[src/rtl/bus_arbiter_if.sv]
// rtl/bus_arbiter_if.sv - ibus/dbus master ports and shared memory slave port
interface bus_arbiter_if;
    logic        I_ibus_req;
    logic        I_ibus_we;
    logic [31:0] I_ibus_addr;
    logic [31:0] I_ibus_data;
    logic [3:0]  I_ibus_mask;
    logic        O_ibus_ack;
    logic [31:0] O_ibus_data;
    logic        O_ibus_stallreq;

    logic        I_dbus_req;
    logic        I_dbus_we;
    logic [31:0] I_dbus_addr;
    logic [31:0] I_dbus_data;
    logic [3:0]  I_dbus_mask;
    logic        O_dbus_ack;
    logic [31:0] O_dbus_data;
    logic        O_dbus_stallreq;

    logic        O_mem_req;
    logic        O_mem_we;
    logic [31:0] O_mem_addr;
    logic [31:0] O_mem_data;
    logic [3:0]  O_mem_mask;
    logic        I_mem_ack;
    logic [31:0] I_mem_data;
    logic        O_bus_err;

    // Arbiter side.
    modport master (
        input  I_ibus_req, I_ibus_we, I_ibus_addr, I_ibus_data, I_ibus_mask,
        output O_ibus_ack, O_ibus_data, O_ibus_stallreq,
        input  I_dbus_req, I_dbus_we, I_dbus_addr, I_dbus_data, I_dbus_mask,
        output O_dbus_ack, O_dbus_data, O_dbus_stallreq,
        output O_mem_req, O_mem_we, O_mem_addr, O_mem_data, O_mem_mask,
        input  I_mem_ack, I_mem_data,
        output O_bus_err
    );

    // Core and memory side.
    modport slave (
        output I_ibus_req, I_ibus_we, I_ibus_addr, I_ibus_data, I_ibus_mask,
        input  O_ibus_ack, O_ibus_data, O_ibus_stallreq,
        output I_dbus_req, I_dbus_we, I_dbus_addr, I_dbus_data, I_dbus_mask,
        input  O_dbus_ack, O_dbus_data, O_dbus_stallreq,
        input  O_mem_req, O_mem_we, O_mem_addr, O_mem_data, O_mem_mask,
        output I_mem_ack, I_mem_data,
        input  O_bus_err
    );
endinterface

[src/rtl/bus_arbiter.sv]
// rtl/bus_arbiter.sv - two-master (fetch/load-store) arbiter for one memory slave with timeout
module bus_arbiter #(
    parameter int unsigned TIMEOUT = 255
) (
    input  logic          clk,
    input  logic          rst,
    bus_arbiter_if.master bus
);

    typedef enum logic [1:0] {
        IDLE   = 2'd0,
        BUSY_I = 2'd1,
        BUSY_D = 2'd2
    } state_t;

    localparam logic [7:0] WAIT_LAST = 8'(TIMEOUT - 1);

    state_t      state;
    state_t      state_next;

    logic        last_grant_d;
    logic [7:0]  wait_cnt;

    logic        mem_req_q;
    logic        mem_we_q;
    logic [31:0] mem_addr_q;
    logic [31:0] mem_data_q;
    logic [3:0]  mem_mask_q;

    logic        grant_i;
    logic        grant_d;
    logic        finish;
    logic        ibus_ack_c;
    logic [31:0] ibus_data_c;
    logic        dbus_ack_c;
    logic [31:0] dbus_data_c;
    logic        bus_err_c;

    always_ff @(posedge clk or posedge rst) begin
        if (rst) begin
            state <= IDLE;
        end else begin
            state <= state_next;
        end
    end

    always_comb begin
        state_next  = state;
        grant_i     = 1'b0;
        grant_d     = 1'b0;
        finish      = 1'b0;
        ibus_ack_c  = 1'b0;
        ibus_data_c = 32'h0;
        dbus_ack_c  = 1'b0;
        dbus_data_c = 32'h0;
        bus_err_c   = 1'b0;
        case (state)
            IDLE: begin
                // On a conflict the master that did not win last time goes first.
                if (bus.I_ibus_req && bus.I_dbus_req) begin
                    grant_i = last_grant_d;
                    grant_d = ~last_grant_d;
                end else begin
                    grant_i = bus.I_ibus_req;
                    grant_d = bus.I_dbus_req;
                end
                if (grant_i) begin
                    state_next = BUSY_I;
                end else if (grant_d) begin
                    state_next = BUSY_D;
                end
            end
            BUSY_I: begin
                if (bus.I_mem_ack) begin
                    ibus_ack_c  = 1'b1;
                    ibus_data_c = bus.I_mem_data;
                    finish      = 1'b1;
                    state_next  = IDLE;
                end else if (wait_cnt == WAIT_LAST) begin
                    ibus_ack_c = 1'b1;
                    bus_err_c  = 1'b1;
                    finish     = 1'b1;
                    state_next = IDLE;
                end
            end
            BUSY_D: begin
                if (bus.I_mem_ack) begin
                    dbus_ack_c  = 1'b1;
                    dbus_data_c = bus.I_mem_data;
                    finish      = 1'b1;
                    state_next  = IDLE;
                end else if (wait_cnt == WAIT_LAST) begin
                    dbus_ack_c = 1'b1;
                    bus_err_c  = 1'b1;
                    finish     = 1'b1;
                    state_next = IDLE;
                end
            end
            default: begin
                state_next = IDLE;
            end
        endcase
    end

    // The slave-side request is captured once at grant and cleared on completion,
    // so the masters are free to change their inputs while the access is in flight.
    always_ff @(posedge clk or posedge rst) begin
        if (rst) begin
            mem_req_q    <= 1'b0;
            mem_we_q     <= 1'b0;
            mem_addr_q   <= 32'h0;
            mem_data_q   <= 32'h0;
            mem_mask_q   <= 4'h0;
            wait_cnt     <= 8'h0;
            last_grant_d <= 1'b0;
        end else if (grant_i) begin
            mem_req_q    <= 1'b1;
            mem_we_q     <= bus.I_ibus_we;
            mem_addr_q   <= bus.I_ibus_addr;
            mem_data_q   <= bus.I_ibus_data;
            mem_mask_q   <= bus.I_ibus_mask;
            wait_cnt     <= 8'h0;
            last_grant_d <= 1'b0;
        end else if (grant_d) begin
            mem_req_q    <= 1'b1;
            mem_we_q     <= bus.I_dbus_we;
            mem_addr_q   <= bus.I_dbus_addr;
            mem_data_q   <= bus.I_dbus_data;
            mem_mask_q   <= bus.I_dbus_mask;
            wait_cnt     <= 8'h0;
            last_grant_d <= 1'b1;
        end else if (finish) begin
            mem_req_q  <= 1'b0;
            mem_we_q   <= 1'b0;
            mem_addr_q <= 32'h0;
            mem_data_q <= 32'h0;
            mem_mask_q <= 4'h0;
            wait_cnt   <= 8'h0;
        end else if (state != IDLE && wait_cnt != 8'hFF) begin
            wait_cnt <= wait_cnt + 8'd1;
        end
    end

    assign bus.O_mem_req  = mem_req_q;
    assign bus.O_mem_we   = mem_we_q;
    assign bus.O_mem_addr = mem_addr_q;
    assign bus.O_mem_data = mem_data_q;
    assign bus.O_mem_mask = mem_mask_q;

    assign bus.O_ibus_ack      = ibus_ack_c;
    assign bus.O_ibus_data     = ibus_data_c;
    assign bus.O_ibus_stallreq = bus.I_ibus_req & ~ibus_ack_c;
    assign bus.O_dbus_ack      = dbus_ack_c;
    assign bus.O_dbus_data     = dbus_data_c;
    assign bus.O_dbus_stallreq = bus.I_dbus_req & ~dbus_ack_c;
    assign bus.O_bus_err       = bus_err_c;

endmodule

[src/flat_wrapper.sv]
// flat-port wrapper written by rule: the top's interface ports become plain ports
module bus_arbiter_flat 
#(
    parameter int unsigned TIMEOUT = 255
)
  (clk, rst, bus_I_ibus_req, bus_I_ibus_we, bus_I_ibus_addr, bus_I_ibus_data, bus_I_ibus_mask, bus_O_ibus_ack, bus_O_ibus_data, bus_O_ibus_stallreq, bus_I_dbus_req, bus_I_dbus_we, bus_I_dbus_addr, bus_I_dbus_data, bus_I_dbus_mask, bus_O_dbus_ack, bus_O_dbus_data, bus_O_dbus_stallreq, bus_O_mem_req, bus_O_mem_we, bus_O_mem_addr, bus_O_mem_data, bus_O_mem_mask, bus_I_mem_ack, bus_I_mem_data, bus_O_bus_err);
  bus_arbiter_if bus_i ();
  input  logic clk;
  input  logic rst;
  input wire logic [$bits(bus_i.I_ibus_req)-1:0] bus_I_ibus_req;
  input wire logic [$bits(bus_i.I_ibus_we)-1:0] bus_I_ibus_we;
  input wire logic [$bits(bus_i.I_ibus_addr)-1:0] bus_I_ibus_addr;
  input wire logic [$bits(bus_i.I_ibus_data)-1:0] bus_I_ibus_data;
  input wire logic [$bits(bus_i.I_ibus_mask)-1:0] bus_I_ibus_mask;
  output wire logic [$bits(bus_i.O_ibus_ack)-1:0] bus_O_ibus_ack;
  output wire logic [$bits(bus_i.O_ibus_data)-1:0] bus_O_ibus_data;
  output wire logic [$bits(bus_i.O_ibus_stallreq)-1:0] bus_O_ibus_stallreq;
  input wire logic [$bits(bus_i.I_dbus_req)-1:0] bus_I_dbus_req;
  input wire logic [$bits(bus_i.I_dbus_we)-1:0] bus_I_dbus_we;
  input wire logic [$bits(bus_i.I_dbus_addr)-1:0] bus_I_dbus_addr;
  input wire logic [$bits(bus_i.I_dbus_data)-1:0] bus_I_dbus_data;
  input wire logic [$bits(bus_i.I_dbus_mask)-1:0] bus_I_dbus_mask;
  output wire logic [$bits(bus_i.O_dbus_ack)-1:0] bus_O_dbus_ack;
  output wire logic [$bits(bus_i.O_dbus_data)-1:0] bus_O_dbus_data;
  output wire logic [$bits(bus_i.O_dbus_stallreq)-1:0] bus_O_dbus_stallreq;
  output wire logic [$bits(bus_i.O_mem_req)-1:0] bus_O_mem_req;
  output wire logic [$bits(bus_i.O_mem_we)-1:0] bus_O_mem_we;
  output wire logic [$bits(bus_i.O_mem_addr)-1:0] bus_O_mem_addr;
  output wire logic [$bits(bus_i.O_mem_data)-1:0] bus_O_mem_data;
  output wire logic [$bits(bus_i.O_mem_mask)-1:0] bus_O_mem_mask;
  input wire logic [$bits(bus_i.I_mem_ack)-1:0] bus_I_mem_ack;
  input wire logic [$bits(bus_i.I_mem_data)-1:0] bus_I_mem_data;
  output wire logic [$bits(bus_i.O_bus_err)-1:0] bus_O_bus_err;
  assign bus_i.I_ibus_req = bus_I_ibus_req;
  assign bus_i.I_ibus_we = bus_I_ibus_we;
  assign bus_i.I_ibus_addr = bus_I_ibus_addr;
  assign bus_i.I_ibus_data = bus_I_ibus_data;
  assign bus_i.I_ibus_mask = bus_I_ibus_mask;
  assign bus_O_ibus_ack = bus_i.O_ibus_ack;
  assign bus_O_ibus_data = bus_i.O_ibus_data;
  assign bus_O_ibus_stallreq = bus_i.O_ibus_stallreq;
  assign bus_i.I_dbus_req = bus_I_dbus_req;
  assign bus_i.I_dbus_we = bus_I_dbus_we;
  assign bus_i.I_dbus_addr = bus_I_dbus_addr;
  assign bus_i.I_dbus_data = bus_I_dbus_data;
  assign bus_i.I_dbus_mask = bus_I_dbus_mask;
  assign bus_O_dbus_ack = bus_i.O_dbus_ack;
  assign bus_O_dbus_data = bus_i.O_dbus_data;
  assign bus_O_dbus_stallreq = bus_i.O_dbus_stallreq;
  assign bus_O_mem_req = bus_i.O_mem_req;
  assign bus_O_mem_we = bus_i.O_mem_we;
  assign bus_O_mem_addr = bus_i.O_mem_addr;
  assign bus_O_mem_data = bus_i.O_mem_data;
  assign bus_O_mem_mask = bus_i.O_mem_mask;
  assign bus_i.I_mem_ack = bus_I_mem_ack;
  assign bus_i.I_mem_data = bus_I_mem_data;
  assign bus_O_bus_err = bus_i.O_bus_err;
  bus_arbiter #(.TIMEOUT(TIMEOUT)) u_core (.clk(clk), .rst(rst), .bus(bus_i));
endmodule
[config.mk]
export PLATFORM = sky130hd
export DESIGN_NAME = bus_arbiter_flat
export DESIGN_NICKNAME = d
export VERILOG_FILES = /design/src/rtl/bus_arbiter_if.sv /design/src/rtl/bus_arbiter.sv /design/src/flat_wrapper.sv
export SDC_FILE = /design/constraint.sdc
export NUM_CORES = 1
export LEC_CHECK = 0
export BUFFER_PORTS_ARGS = -buffer_cell sky130_fd_sc_hd__buf_2
export CORE_AREA = 4 4 121 123
export CTS_BUF_LIST = sky130_fd_sc_hd__clkbuf_16
export DETAILED_ROUTE_END_ITERATION = 16
export DIE_AREA = 0 0 125 127
export GPL_TIMING_DRIVEN = 0
export PLACE_DENSITY = 0.65
export SYNTH_ARGS = -nofsm -noshare
export SYNTH_HDL_FRONTEND = slang
export SYNTH_SLANG_ARGS = --single-unit
export TNS_END_PERCENT = 20
[constraint.sdc]
create_clock -name clk -period 3.2 [get_ports clk]
set_input_delay 0.16 -clock clk [delete_from_list [all_inputs] [get_ports clk]]
set_output_delay 0.16 -clock clk [all_outputs]
set_load 0.02 [all_outputs]
==> results.md <==
* Area Overhead vs Synth at 49.7%
* Max-slew violations at 0
* Num ports at 314
* EDFF count, synth at 0
* Final-layout fill cell count at 1394
* Fmax at around 450 MHz
* Comb pwr share at between 50 and 60%
* Period utilization at 69.4%
* Clk root buf: clkbuf_16
* Slew margin rel. at roughly 55%
* Largest net degree at the start of global routing at around 60
* Status: finished clean
* Gr usage total at a little under a fifth
* Mapped Area at 4290 sq um
* Met1 GRT Util at 22.6%
* CTS buffer count at 9
* Crit end category: register
* Critical Path Source Type: register
* RSZ-0062 raised after global routing: no
* Worst slew pin tran at about 0.67 ns
* Antenna Nets Post-Route at 0
* Chip height at roughly 130 um
* Post-synthesis mux area share at 0%
* Post-Syn Nets at about 640
* Dpl cells at about 950
* Compound-Gate Fraction of Synth Area at 26.5%
* Die ar. at 15900 sq um
* Ys flop type: dfrtp_1
* Routed WL at roughly 16 mm
* Crit path kind: register to register
* Hold_ws at 0.0542 ns
* Die X at roughly 130 um
* CTS tree: done
* Total global routing overflow at 0
* Hold-fix buffers, CTS at 1
* Peak VDD IR at around 0.0005 V
* Max-cap check violation count at 0
* Clock Sinks at 81
* Drt initial violations at 181
* Clk pin slew, worst setup/hold paths at roughly 0.070 ns
* # diodes at 0
* Hold violation count in the final report at 0
* Initial antenna violation count at 1
* Final cell count without fillers at 970
* Clock Latency Late Sink at 0.33 ns
* Flop pwr share at about 30%
* Post-Synth XOR/XNOR Area at 0.204%
* Seq/Total Area, Yosys at between 40 and 50%
* Worst hold stages at 3
* Number of gates given a new drive strength after cts at 0
* Switch share at approximately 45%
* Post-CTS setup buffers at 0
* R2R depth at 7
* Yosys reg bits at just over 80
* Vias at 4580
* # H-tree levels at 3
* Setup TNS at 0 ns
* Clock Tree Buf Depth at 2
* Routed length per instance at roughly 16 um
* Syn. warnings at 0
* Global Route met3 Usage at 4.43%
* Leak pwr at between 3 and 4 nW
* Power share of the clock group at 18.4%
* Placer Congestion at ~0.88
* Crit path DAT at 2.46 ns
* DRC Markers at 0
* Net switching power at between 2 and 3 mW
* WP data required at roughly 3.4 ns
* Met2 usage at a little over a third
* Synth unique cells at 36
* Starting Density at 31.4%
* Syn_area_per_cell at a little over 9 sq um
* Drt pass-1 iters at 4
* Layout cells sized above 1 at around 47%
* Number of global-route vias before repair at between 4000 and 5000
* Worst Skew at approximately 0.011 ns
* DP Wirelength at 12.6 mm
* Ys async rst share at between 90% and 100%
* Min-Delay Path Class: input port to register
* Synthesized-area fraction occupied by adder cells at under 10%
* PD cells at ~900 nW/um^2
* Core Area at around 14000 sq um
* Port-buffer cells at 313
* Minimum clock period at ~2.2 ns
* Synthesized instance count at between 400 and 500
* First-pass GRT wire length at about 24 mm
* Vias per cell at roughly 4.7
* Largest family of logic cells by synthesized area: compound AO/OA/AOI/OAI gates
* CP max FO at 10
* Synth Area in Simple Gates at between 10% and 20%
* Layout Nets at 965
* Final setup violation count at 0
* Internal power at between 3 and 4 mW
* Final Util at ~47%
* Most crowded layer after global routing: met2
* Row count at 43
==> stage by stage <==
stage                     cell area [sq um]  worst slack, ns  total power [mW]
after detailed placement               6110            0.849              4.66
after global placement                 6080           -0.146              4.62
final                                  6430            0.978              5.63
after global routing                   6430            0.752              6.05
after floorplan                        4290            0.960              3.57
after CTS                              6430            0.840              5.72
==> power groups by stage <==
| stage | sequential (mW) | clock, mW | combinational [mW] |
|---|---|---|---|
| after floorplan | 2.18 | 0 | 1.39 |
| after global placement | 1.69 | 0 | 2.93 |
| after detailed placement | 1.69 | 0 | 2.97 |
| after CTS | 1.69 | 1.07 | 2.96 |
| after global routing | 1.74 | 1.11 | 3.20 |
| final | 1.69 | 1.04 | 2.91 |
==> sequential cells by signal, summed over array words and instances (netlist names) <==
name	count
u_core.bus.O_mem_we	1
u_core.bus.O_mem_addr	32
u_core.bus.O_mem_mask	4
u_core.wait_cnt	8
u_core.state	2
u_core.last_grant_d	1
u_core.bus.O_mem_data	32
u_core.bus.O_mem_req	1
==> synth_stat cells, types with 2 or more instances <==
| cell type | count | area, sq um |
|---|---|---|
| and2_1 | 2 | 12.5 |
| inv_1 | 79 | 297 |
| o21ai_2 | 22 | 193 |
| a21oi_1 | 4 | 20.0 |
| buf_12 | 2 | 40.0 |
| nor2_1 | 8 | 30.0 |
| a22oi_1 | 69 | 518 |
| nand2_1 | 6 | 22.5 |
| o21ai_0 | 57 | 285 |
| nand3_1 | 2 | 10.0 |
| or3_1 | 2 | 12.5 |
| dfrtp_1 | 81 | 2030 |
| and3_1 | 64 | 400 |
| clkbuf_1 | 25 | 93.8 |
| a21oi_2 | 3 | 26.3 |
| ha_1 | 5 | 62.6 |
| a211oi_2 | 3 | 37.5 |
| nor2b_1 | 2 | 12.5 |
| buf_2 | 6 | 30.0 |
==> final timing paths <==
kind                                                   to                startpoint  slack, ns
max in group asynchronous              u_core.wait_cnt[0]                       rst       2.26
worst max register to register   u_core.bus.O_mem_mask[2]           u_core.state[0]       0.98
min in group asynchronous        u_core.bus.O_mem_addr[9]                       rst       0.35
worst max-delay path             u_core.bus.O_mem_mask[2]           u_core.state[0]       0.98
worst min-delay path            u_core.bus.O_mem_data[26]       bus_I_dbus_data[26]       0.05
worst min register to register   u_core.bus.O_mem_data[4]  u_core.bus.O_mem_data[4]       0.52
==> layout by cell type (no fill, tap or decap), types with 2 or more instances in the layout <==
cell type / n
buf_2: 319
dfrtp_1: 81
inv_1: 78
a22oi_1: 69
and3_1: 64
o21ai_0: 57
clkbuf_1: 25
o21ai_2: 22
clkbuf_16: 9
nor2_1: 8
nand2_1: 6
ha_1: 5
a21oi_1: 4
a21oi_2: 3
a211oi_2: 3
buf_12: 2
nand3_1: 2
and2_1: 2
nor2b_1: 2
or3_1: 2
inv_6: 2
clkinv_4: 2
==> worst max-delay path, cell delays in order, from the launching register on <==
cell	delay [ns]
dfrtp_1	0.40
inv_1	0.09
ha_1	0.26
nand2_1	0.11
a21oi_2	0.42
clkbuf_1	0.57
a22oi_1	0.17
o21ai_0	0.13
==> per-layer routing <==
metal  up-vias  wire length (um)
li1       2253                 -
met1      2086              6060
met2       216              8080
met3        23              1230
met4         2               342
met5         -                 8
==> cells by family after synthesis <==
group	count (synthesis)
and+or+nand+nor	94
AOI/OAI and AO/OA	164
DFF	81
adders and majority gates	5
buffers and inverters	114
xor gates and xnor gates	1
==> final cells by class <==
class                           count  area [sq um]  share of cell area, %
Clock buffer                        9           225                   3.50
Tap cell                          180           225                   3.50
Multi-Input combinational cell    264          1780                   27.7
Clock inverter                      7          77.6                   1.21
Inverter                           79           299                   4.65
Timing Repair Buffer              315          1600                   25.0
Buffer                             35           190                   2.96
Sequential cell                    81          2030                   31.5
Power figures use the tool's default switching activity.
